===== config.mk =====
export PLATFORM = sky130hd
export DESIGN_NAME = bv4_mul_pipe
export DESIGN_NICKNAME = d
export VERILOG_FILES = /design/src/rtl/bv4_mul_pipe.sv
export SDC_FILE = /design/constraint.sdc
export NUM_CORES = 1
export LEC_CHECK = 0
export ABC_AREA = 1
export CORE_UTILIZATION = 55
export CTS_BUF_LIST = sky130_fd_sc_hd__clkbuf_2
export DETAILED_ROUTE_END_ITERATION = 6
export GPL_TIMING_DRIVEN = 1
export PLACE_DENSITY = 0.79
export REMOVE_ABC_BUFFERS = 1
export SYNTH_ARGS = -nofsm -noshare
export SYNTH_HDL_FRONTEND = slang
export SYNTH_HIERARCHICAL = 1
export SYNTH_SLANG_ARGS = --single-unit

===== constraint.sdc =====
create_clock -name in_clock -period 1.5 [get_ports in_clock]
set_input_delay 0.3 -clock in_clock [delete_from_list [all_inputs] [get_ports in_clock]]
set_output_delay 0.3 -clock in_clock [all_outputs]
set_load 0.02 [all_outputs]

===== src/rtl/bv4_mul_pipe.sv =====
// Elastic multi-lane GF(2^4) normal-basis multiplier with a per-lane accumulator.
// Modes: 00 MUL, 01 SQR (b := a), 10 MAC (acc ^= p), 11 LDM (acc := p).

module bv4_mul_lane #(
  parameter int PIPE = 2
) (
  input  logic       clk,
  input  logic       rst_n,
  input  logic       ld1,
  input  logic       ldo,
  input  logic       sqr,
  input  logic [1:0] mode_o,
  input  logic [3:0] a,
  input  logic [3:0] b,
  output logic [3:0] c
);
  function automatic logic [1:0] gf4_mul(input logic [1:0] x, input logic [1:0] y);
    logic e;
    e = (x[1] ^ x[0]) & (y[1] ^ y[0]);
    return {(x[1] & y[1]) ^ e, (x[0] & y[0]) ^ e};
  endfunction

  function automatic logic [1:0] gf4_scl_n(input logic [1:0] x);
    return {x[0], x[1] ^ x[0]};
  endfunction

  logic [3:0] bo, p, res, acc;
  logic [1:0] d0_n, d1_n, d2_n, d0, d1, d2, mid;

  assign bo   = sqr ? a : b;
  assign d0_n = gf4_mul(a[1:0], bo[1:0]);
  assign d1_n = gf4_mul(a[3:2], bo[3:2]);
  assign d2_n = gf4_mul(a[1:0] ^ a[3:2], bo[1:0] ^ bo[3:2]);

  if (PIPE == 2) begin : g_s1
    always_ff @(posedge clk or negedge rst_n)
      if (!rst_n)   {d0, d1, d2} <= '0;
      else if (ld1) {d0, d1, d2} <= {d0_n, d1_n, d2_n};
  end else begin : g_s0
    logic ld1_unused;
    assign ld1_unused   = ld1;
    assign {d0, d1, d2} = {d0_n, d1_n, d2_n};
  end

  assign mid = gf4_scl_n(d2);
  assign p   = {d1 ^ mid, d0 ^ mid};
  assign res = (mode_o == 2'b10) ? (p ^ acc) : p;

  // acc follows the output register, so it moves exactly once per result
  always_ff @(posedge clk or negedge rst_n)
    if (!rst_n) begin
      c   <= '0;
      acc <= '0;
    end else if (ldo) begin
      c <= res;
      if (mode_o[1]) acc <= res;
    end
endmodule

module bv4_mul_pipe #(
  parameter int LANES = 4,
  parameter int PIPE  = 2
) (
  input  logic               in_clock,
  input  logic               in_reset_n,
  input  logic               in_valid,
  output logic               in_ready,
  input  logic [1:0]         in_mode,
  input  logic [4*LANES-1:0] in_a,
  input  logic [4*LANES-1:0] in_b,
  output logic               out_valid,
  input  logic               out_ready,
  output logic [4*LANES-1:0] out_c
);
  localparam logic [1:0] MODE_SQR = 2'b01;

  logic [PIPE:1] vld_pipe;
  logic [1:0]    mode_o;
  logic          ld_o, vld_src, accept, ldo;

  // in_ready depends only on state and out_ready, never on in_valid
  assign ld_o      = !vld_pipe[PIPE] || out_ready;
  assign in_ready  = (PIPE == 2) ? (!vld_pipe[1] || ld_o) : ld_o;
  assign vld_src   = (PIPE == 2) ? vld_pipe[1] : in_valid;
  assign accept    = in_valid && in_ready;
  assign ldo       = ld_o && vld_src;
  assign out_valid = vld_pipe[PIPE];

  always_ff @(posedge in_clock or negedge in_reset_n)
    if (!in_reset_n) vld_pipe <= '0;
    else begin
      if (ld_o) vld_pipe[PIPE] <= vld_src;
      if (PIPE == 2 && in_ready) vld_pipe[1] <= in_valid;
    end

  if (PIPE == 2) begin : g_mode
    logic [1:0] mode_q;
    always_ff @(posedge in_clock or negedge in_reset_n)
      if (!in_reset_n)  mode_q <= '0;
      else if (accept) mode_q <= in_mode;
    assign mode_o = mode_q;
  end else begin : g_mode_comb
    assign mode_o = in_mode;
  end

  for (genvar i = 0; i < LANES; i++) begin : g_lane
    bv4_mul_lane #(.PIPE(PIPE)) u_lane (
      .clk    (in_clock),
      .rst_n  (in_reset_n),
      .ld1    (accept),
      .ldo    (ldo),
      .sqr    (in_mode == MODE_SQR),
      .mode_o (mode_o),
      .a      (in_a[4*i +: 4]),
      .b      (in_b[4*i +: 4]),
      .c      (out_c[4*i +: 4])
    );
  end
endmodule


==> results.md, run 1 <==
- Placed Area: 5140 um2
- Largest net degree at the start of global routing: 61
- WP data arrival: 1.14 ns
- Ant. Diodes: 0
- Crit path capture type: output pin
- Worst slew margin: 79.1%
- VDD IR max: 0.457 mV
- Fin. Hold Viols: 0
- Synth Area in Compound Gates: 5.65%
- Slew at the pin with the worst max-slew slack: 0.313 ns
- IO buf count: 55
- Seq/Total Area, Yosys: 34.6%
- Number of DRC markers in iteration 0: 200
- DP HPWL: 6910 um
- Req. time, crit path: 1.20 ns
- Met2 usage: 45.1%
- Grt total ovfl: 0
- Core Rows: 32
- Most common cell in the netlist: nand2_1
- Vias: 3916
- Grt met3 use: 3.11%
- Tot Pwr: 6.10 mW
- Failing checks: design-rule violations
- Root buffer cell: clkbuf_2
- Routing usage on met1: 25.4%
- Register Area: 1500 um2
- Initial antenna violation count: 0
- Crit-path cells: nand3_4, buf_6
- Initial Util: 56.5%
- WHS Endpoint: g_mode.mode_q[1]
- GR peak layer: met2
- Post-synth EDFFs: 0
- RR Endpoint: g_lane[2].u_lane/d2[1]
- Hold_ws: 0.182 ns
- Vias in the first global route: 3877
- Cells after Synth: 609
- Skew-Pair Late Insertion Delay: 0.45 ns
- Ys Warns: 6
- Filler instances: 674
- Mux cell area share after synthesis: 0%
- Worst path bufs/invs: 1
- Layout cells sized above 1: 19.3%
- DRC: 1
- Synthesis-to-finish area growth: 22.2%
- Async set-reset flop share out of synthesis: 100%
- Outcome: finished with violations
- Worst R2R Setup Slack: 0.08 ns
- Clock-pin transition on the worst setup and hold timing paths: 0.15 ns
- Leakage: 2.72 nW
- Die H: 90.9 um
- Maximum fanout along the worst path: 3
- Clock skew: 0.0116 ns
- TritonRoute pass-1 iters: 7
- Synthesized area: 4340 um2
- Synth Area in Adders: 0%
- TritonCTS Sinks: 60
- Tcrit/Tclk final: 96.2%
- Setup WS pre-CTS: -0.567 ns
- #FFs+latches synth: 60
- CP delay by family, top: flip-flops
- Worst r2r src: vld_pipe[2]
- Multi-input gate area: 2450 um2
- Post-Synth XOR/XNOR Area: 14.5%
- Delay of the slowest cell on the worst path: 0.45 ns
- Crit start category: flop
- Worst min path class: input pin to flop
- Number of routed nets with antenna violations: 0
- Hold Startpoint: in_mode[1]
- Hold Crit Depth: 3
- Routed wire length: 9150 um
- Final setup vio count: 0
- Final Wtd Congestion: 0.931
- Synth cell count leaders: nand2_1, dfrtp_1, inv_1
- Total CTS buffers: 9
- Primary FF master, synth: dfrtp_1
- Global-route wire length before repair: 15800 um
- F_max: 693 MHz
- RSZ-0062 raised after global routing: true
- Top-area cell type share of the netlist area: 34.6%
- Setup WS post-layout: 0.0568 ns
- R2r worst-path depth: 8
- CP max stage cell: dfrtp_1
- DIE AREA: 8260 um2
- Ports: 56
- Drt via density: 4.89
- Util after Layout: 69.0%
- H-tree depth: 3
- Largest area contributor in the netlist: dfrtp_1
- Netlist cell types: 19
- CTS tree: yes
- Cell area after layout: 5310 um2
- Final Net Count: 734
- Fin. max-slew vios: 0
- Maximum root-to-sink buffer count: 2
- Synth top area cells: dfrtp_1, nand2_1, xor2_1
- Avg Inst Size Synth: 7.13 um2
- Crit path time final: 1.44 ns
- Die Wd: 90.9 um
- Simple-Gate Fraction of Synth Area: 35.8%
- Largest family of logic cells by synthesized area: simple AND/OR/NAND/NOR gates
- Setup CP Type: flop to output pin
- Core area: 7690 um2
- Crit. Startpoint: vld_pipe[2]
- PD cells: 1150 nW/um2
- Routed WL per cell: 11.4 um
- Max-cap violations: 0
- Total track usage: 23.4%
worst register-to-register path: cells and delay by family, from the launching register on:
family / cells / cell delay [ns]
buffers and inverters: 4 / 0.58
AND/OR/NAND/NOR: 4 / 0.31
flip-flops: 1 / 0.45
power by group:
part	internal, mW	total (mW)	leakage (nW)	switching [mW]
Sequential	2.19	2.57	0.743	0.386
Clock	0.179	0.712	0.0499	0.533
Combinational	1.21	2.81	1.93	1.60
Total	3.58	6.10	2.72	2.52
cells by family after synthesis:
group | after synthesis
AOI/OAI and AO/OA | 49
and+or+nand+nor | 348
DFF | 60
buffers and inverters | 80
xor gates and xnor gates | 72
timing repair:
item,in CTS,in global routing
gates cloned,0,2
hold buffers,1,0
setup buffers,1,4
setup endpoints to repair,42,48
gates resized for setup,49,19
endpoints found under the hold margin,60,0
pin swaps,0,2
flip-flops by register name (all words and copies together), names as in the netlist:
name and cells:
g_lane.u_lane/acc 16, g_lane.u_lane/d2 8, g_lane.u_lane/d1 8, g_lane.u_lane/c 16
g_mode.mode_q 2, vld_pipe 2, g_lane.u_lane/d0 8
final cells by class:
class                      instances  area share [%]
tap                              102            2.41
clock inverter                     5           0.401
timing repair buffer              96            17.1
clock buffer                       9           0.849
inverter                          60            4.79
sequential                        60            28.3
multi-input combinational        469            46.2
per-layer routing:
layer,part of all wire (%),vias up
met3,3.2,21
met2,53,82
met1,42,1763
met5,0,-
met4,1.9,0
li1,-,2050
placed cells by master (no fill, tap or decap), types with 4 or more instances in the layout:
master / instances
xnor2_1: 32
buf_12: 4
o21ai_1: 33
nand2_2: 43
dfrtp_1: 60
nand3_1: 26
nand4_1: 8
inv_1: 51
nand3_2: 12
nand2_1: 240
clkinv_2: 6
clkdlybuf4s15_2: 4
clkdlybuf4s50_1: 34
clkbuf_2: 18
inv_6: 4
o21ai_0: 15
buf_4: 33
nor2_1: 16
xor2_1: 40
per-stage QoR:
step,TNS [ns],std cells
after floorplan,-31.53,589
after global placement,-19.07,779
after detailed placement,-20.19,779
after CTS,-0.00227,795
after global routing,-0.0463,801
final,0,801
worst max path at each step:
stage	endpoint	slack [ns]	cells past startpoint
after floorplan	g_lane[0].u_lane/d2[0]	-1.34	11
after global placement	g_lane[3].u_lane/d1[0]	-0.53	9
after detailed placement	g_lane[0].u_lane/d1[1]	-0.57	9
after CTS	in_ready	-0.002	2
after global routing	in_ready	-0.02	2
final	in_ready	0.06	2
Power figures use the tool's default switching activity.
==> run 2: changes to the inputs <==
SKIP_CTS_REPAIR_TIMING = 1   (was unset)
==> run 2 against run 1 <==
Effect of this change:
- the flow still finishes with violations (design-rule violations)
- fmax down 0.46%
- cell area up 2.1%
- critical path type unchanged
- clock skew shrank 0.0030 ns
- wire length increased by 0.22%
- sequential cell count is the same
- count of clock-buffer cells in the layout is the same
- cell count rose by 0.25%
- register-to-register slack got worse by 0.03 ns
- global-route usage down 0.14 points
- core utilization rose by 1.4 points
- largest cell class unchanged
- largest power group unchanged
- sequential share of layout area decreased by 0.55 points
- worst setup slack lost 0.0067 ns
==> results.md, run 2 (synthesis gave the netlist of run 1 again) <==
- Fin. Hold Viols: 0 (unchanged)
- Filler instances: 660 (-2.1%)
- Ant. Diodes: 0 (unchanged)
- Core area: 7690 um2 (unchanged)
- Internal power: 3.69 mW (+3.1%)
- Maximum fanout along the worst path: 4 (+1)
- Clock Power Share: 11.5% (-0.2 points)
- Fin. max-slew vios: 0 (unchanged)
- DP HPWL: 6910 um (unchanged)
- Clock-pin transition on the worst setup and hold timing paths: 0.15 ns (about the same)
- Final setup vio count: 0 (unchanged)
- Number of routed nets with antenna violations: 0 (unchanged)
- Largest net degree at the start of global routing: 61 (unchanged)
- Setup WS pre-CTS: -0.567 ns (unchanged)
- Multi-input gate area: 2440 um2 (-0.36%)
- Initial Util: 56.5% (unchanged)
- Root buffer cell: clkbuf_2
- Vias in the first global route: 3855 (-0.57%)
- Commonest non-fill, non-tap cell in the layout: nand2_1
- VDD IR max: 0.466 mV (+2.1%)
- Req. time, crit path: 1.20 ns (about the same)
- Largest registers: g_lane.u_lane/acc: 16 flops, g_lane.u_lane/c: 16 flops
- Slew at the pin with the worst max-slew slack: 0.309 ns (-0.00455 ns)
- H-tree depth: 3 (unchanged)
- Final Net Count: 736 (+0.27%)
- Commonest non-fill, non-tap cells in the layout: nand2_1, dfrtp_1, inv_1, nand2_2, xor2_1
- Maximum root-to-sink buffer count: 2 (unchanged)
- Outcome: finished with violations
- Setup CP Type: flop to output pin
- Total CTS buffers: 9 (unchanged)
- DRC: 1 (unchanged)
- F_max: 690 MHz (-0.46%)
- Skew-Pair Late Insertion Delay: 0.46 ns (about the same)
- P_sw: 2.52 mW (-0.13%)
- Crit path time final: 1.45 ns (+0.00665 ns)
- Die H: 90.9 um (unchanged)
- PD cells: 1150 nW/um2 (-0.31%)
- Grt total ovfl: 0 (unchanged)
- CTS tree: yes
- Tcrit/Tclk final: 96.7% (+0.44 points)
- Register Area: 1500 um2 (about the same)
- IO buf count: 55 (unchanged)
- Failing checks: design-rule violations
- Max-cap violations: 0 (unchanged)
- Worst min path class: input pin to flop
- DIE AREA: 8260 um2 (unchanged)
- Core Rows: 32 (unchanged)
- Hold_ws: 0.176 ns (-0.00588 ns)
- WP data arrival: 1.15 ns (about the same)
- Worst R2R Setup Slack: 0.05 ns (-0.03 ns)
- Crit start category: flop
- Routed WL per cell: 11.4 um (about the same)
- Leakage: 2.89 nW (+6.2%)
- Total track usage: 23.2% (-0.14 points)
- TritonRoute pass-1 iters: 6 (-1)
- Util after Layout: 70.4% (+1.4 points)
- Synthesis-to-finish area growth: 24.7%
- TritonCTS Sinks: 60 (unchanged)
- Routed wire length: 9170 um (+0.22%)
- Drt via density: 4.91 (+0.44%)
- Number of DRC markers in iteration 0: 175 (-13%)
- Vias: 3943 (+0.69%)
- Ports: 56 (unchanged)
- Combinational Power Share: 47.1% (+1.0 points)
- RSZ-0062 raised after global routing: true
- Clock skew: 0.00867 ns (-0.00297 ns)
- Worst slew margin: 79.4% (+0.30 points)
- Flop pwr share: 41.4% (-0.8 points)
- Die Wd: 90.9 um (unchanged)
- Setup WS post-layout: 0.0501 ns (-0.00665 ns)
- Setup TNS: 0 ns (unchanged)
- Final Wtd Congestion: 0.931 (unchanged)
- Initial antenna violation count: 0 (unchanged)
- Sw Ratio: 40.6% (-0.77 points)
- Global-route wire length before repair: 15800 um (-0.57%)
- Crit path capture type: output pin
- Layout cells sized above 1: 17.1% (-2.2 points)
## run 2: routing by layer
metal	vias to the layer above	global-route usage, %	wire, um
li1	2060	-	-
met1	1786	25.3	3850
met2	78	44.6	4890
met3	19	3.11	270
met4	0	9.66	165
met5	-	0	0
## run 2: cell type report
class | count | share of cell area, %
Clock buffer | 9 | 0.832
Clock inverter | 5 | 0.393
Inverter | 60 | 4.81
Multi-Input combinational cell | 469 | 45.1
Sequential cell | 60 | 27.7
Tap cell | 102 | 2.36
Timing Repair Buffer | 95 | 18.4
Timing Repair inverter | 3 | 0.416
## run 2: worst max-delay path, stage by stage, from the launching register on
cell     delay, ns
dfrtp_2       0.47
nand3_4       0.09
buf_4         0.14
## run 2: metrics by stage
stage          cells  cell area (um2)  power [mW]
6_report         803             5420        6.21
5_1_grt          803             5420        6.73
4_1_cts          793             5210        6.24
3_5_place_dp     779             5140        5.52
3_3_place_gp     779             5140        5.38
2_1_floorplan    589             4180        4.42
## run 2: path summary, 6_finish.rpt
kind / startpoint / end / cells after the start
worst max-delay path: vld_pipe[2] / in_ready / 2
worst min-delay path: in_mode[0] / g_mode.mode_q[0] / 3
worst max register to register: vld_pipe[2] / g_lane[2].u_lane/d2[1] / 8
worst min register to register: g_lane[3].u_lane/c[3] / g_lane[3].u_lane/c[3] / 2
max in group asynchronous: in_reset_n / g_lane[1].u_lane/d2[1] / 3
min in group asynchronous: in_reset_n / g_lane[0].u_lane/c[1] / 3
## run 2: power groups by stage
| stage | Clock (mW) | Sequential, mW | Combinational [mW] |
|---|---|---|---|
| after floorplan | 0 | 2.80 | 1.62 |
| after global placement | 0 | 2.57 | 2.81 |
| after detailed placement | 0 | 2.61 | 2.91 |
| after CTS | 0.749 | 2.58 | 2.91 |
| after global routing | 0.817 | 2.65 | 3.27 |
| final | 0.714 | 2.57 | 2.92 |
==> run 3: changes to the inputs <==
MAX_ROUTING_LAYER = met4   (was unset)
==> run 3 against run 2 <==
Effect of this change:
- the flow now finishes without violations
- register-to-register slack got worse by 0.05 ns
- first-iteration DRC count up 12%
- sequential power about the same
- global-route usage up 0.69 points
- non-clock buffer count rose by 7
- via count grew 0.81%
- core utilization rose by 1.4 points
- worst setup slack worse by 0.048 ns
- critical path type is now flop to flop
- highest routed layer unchanged
==> results.md, run 3 (synthesis gave the netlist of run 1 again) <==
- Placed insts: 780 (+0.13%)
- Core Rows: 32 (unchanged)
- Crit-path cells: nand3_4, buf_6, nand2_4, clkinvlp_4, buf_4, clkinvlp_2, nand2_1, o21ai_1
- Maximum root-to-sink buffer count: 2 (unchanged)
- RSZ-0062 raised after global routing: true
- Clock-pin transition on the worst setup and hold timing paths: 0.16 ns (about the same)
- Initial Util: 56.5% (unchanged)
- Routed WL per cell: 11.7 um (+2.3%)
- Die H: 90.9 um (unchanged)
- Die Wd: 90.9 um (unchanged)
- Initial antenna violation count: 0 (unchanged)
- VDD IR max: 0.501 mV (+7.4%)
- TritonRoute pass-1 iters: 4 (-2)
- Worst min path class: input pin to flop
- TritonCTS Sinks: 60 (unchanged)
- CP max stage cell: dfrtp_2
- Final Wtd Congestion: 0.931 (about the same)
- Core area: 7690 um2 (unchanged)
- DRC: 0 (-1)
- Total CTS buffers: 9 (unchanged)
- Fin. max-slew vios: 0 (unchanged)
- WP data arrival: 1.86 ns (+0.71 ns)
- Synthesis-to-finish area growth: 27.3%
- Final Net Count: 743 (+0.95%)
- DIE AREA: 8260 um2 (unchanged)
- Crit path capture type: flop
- Clock Power Share: 16.7% (+5.2 points)
- Delay of the slowest cell on the worst path: 0.47 ns (about the same)
- Grt total ovfl: 0 (unchanged)
- Global-route wire length before repair: 15700 um (-0.39%)
- Vias: 3975 (+0.81%)
- Tcrit/Tclk final: 99.9% (+3.2 points)
- RR Endpoint: g_lane[1].u_lane/d1[1]
- Internal power: 4.05 mW (+9.9%)
- Ports: 56 (unchanged)
- P_sw: 2.58 mW (+2.3%)
- Worst r2r src: vld_pipe[2]
- Commonest non-fill, non-tap cell in the layout: nand2_1
- Crit. Startpoint: vld_pipe[2]
- DP HPWL: 6840 um (-1.0%)
- Skew-Pair Late Insertion Delay: 0.47 ns (about the same)
- Setup CP Type: flop to flop
- Worst R2R Setup Slack: 0.002 ns (-0.05 ns)
- Layout cells sized above 1: 18.3% (+1.2 points)
- R2r worst-path depth: 8 (unchanged)
- Slew at the pin with the worst max-slew slack: 0.318 ns (+0.00932 ns)
- PD cells: 1200 nW/um2 (+4.6%)
- Ant. Diodes: 0 (unchanged)
- Final setup vio count: 0 (unchanged)
- Layout Cells excl Fill: 812 (+1.1%)
- Max-cap violations: 0 (unchanged)
- F_max: 667 MHz (-3.2%)
- Flop pwr share: 38.6% (-2.8 points)
- Drt via density: 4.90 (-0.31%)
- Sw Ratio: 38.9% (-1.7 points)
- Number of routed nets with antenna violations: 0 (unchanged)
- Vias in the first global route: 3820 (-0.91%)
- Number of DRC markers in iteration 0: 196 (+12%)
- Hold_ws: 0.174 ns (-0.00226 ns)
- Total track usage: 23.9% (+0.69 points)
- Crit start category: flop
- Setup TNS: 0 ns (unchanged)
- H-tree depth: 3 (unchanged)
- Routed wire length: 9490 um (+3.5%)
- Largest net degree at the start of global routing: 61 (unchanged)
- CP endpoint: g_lane[1].u_lane/d1[1]
- Root buffer cell: clkbuf_2
- Outcome: finished clean
- Maximum fanout along the worst path: 8 (+4)
- Leakage: 2.95 nW (+2.0%)
- Crit path time final: 1.50 ns (+0.0483 ns)
- CTS tree: yes
- IO buf count: 55 (unchanged)
- Worst slew margin: 78.8% (-0.62 points)
- Req. time, crit path: 1.86 ns (+0.66 ns)
- Commonest non-fill, non-tap cells in the layout: nand2_1, dfrtp_1, inv_1, nand2_2, xor2_1
- Fin. Hold Viols: 0 (unchanged)
- Combinational Power Share: 44.7% (-2.4 points)
- Clock skew: 0.0163 ns (+0.00762 ns)
- Util after Layout: 71.9% (+1.4 points)
- Largest registers: g_lane.u_lane/acc: 16 flops, g_lane.u_lane/c: 16 flops
-- run 3: cell types whose count changed in the layout (fill, tap and decap cells not counted), sizes merged --
cell	before	now
buf	39	46
dlymetal6s2s	19	18
bufinv	0	2
clkbuf	11	12
-- run 3: stage by stage --
stage	instance area (um2)	power [mW]	setup slack [ns]
global route	5530	7.14	-0.0676
CTS	5280	6.61	-0.451
finish	5530	6.63	0.00184
global placement	5150	5.38	-0.484
floorplan	4180	4.42	-1.34
detailed placement	5150	5.50	-0.570
-- run 3: cell type report --
type,instances,area (um2)
Multi-Input combinational cell,469,2440
Fill cell,586,2160
Sequential cell,60,1500
Timing Repair Buffer,102,1050
Inverter,60,260
Tap cell,102,128
Clock inverter,7,81.3
Clock buffer,9,45.0
Timing Repair inverter,3,20.0
-- run 3: worst min path at each step --
stage / start / end / cells past startpoint
detailed placement: in_reset_n / g_lane[0].u_lane/c[1] / 2
global route: in_mode[0] / g_mode.mode_q[0] / 3
finish: in_mode[0] / g_mode.mode_q[0] / 3
CTS: in_reset_n / g_lane[0].u_lane/d2[1] / 2
global placement: in_reset_n / g_lane[0].u_lane/c[1] / 2
floorplan: in_reset_n / g_lane[0].u_lane/acc[0] / 0
-- run 3: worst max-delay path, delay by kind of cell, from the launching register on --
| kind | cells | cell delay (ns) |
|---|---|---|
| buf+inv | 4 | 0.65 |
| simple gates | 3 | 0.22 |
| flops | 1 | 0.47 |
| compound gates | 1 | 0.06 |
-- run 3: power groups by stage --
stage | sequential [mW] | combinational [mW] | clock (mW)
final | 2.56 | 2.97 | 1.10
after global routing | 2.64 | 3.29 | 1.21
after CTS | 2.57 | 2.92 | 1.12
after detailed placement | 2.60 | 2.90 | 0
after global placement | 2.57 | 2.81 | 0
after floorplan | 2.80 | 1.62 | 0
-- run 3: metal layers --
| metal | part of all wire, % | track usage, % | vias to the layer above |
|---|---|---|---|
| li1 | - | - | 2071 |
| met1 | 42 | 25.8 | 1801 |
| met2 | 53 | 44.4 | 87 |
| met3 | 3.5 | 4.88 | 16 |
| met4 | 1.5 | 6.22 | 0 |
| met5 | 0 | - | - |
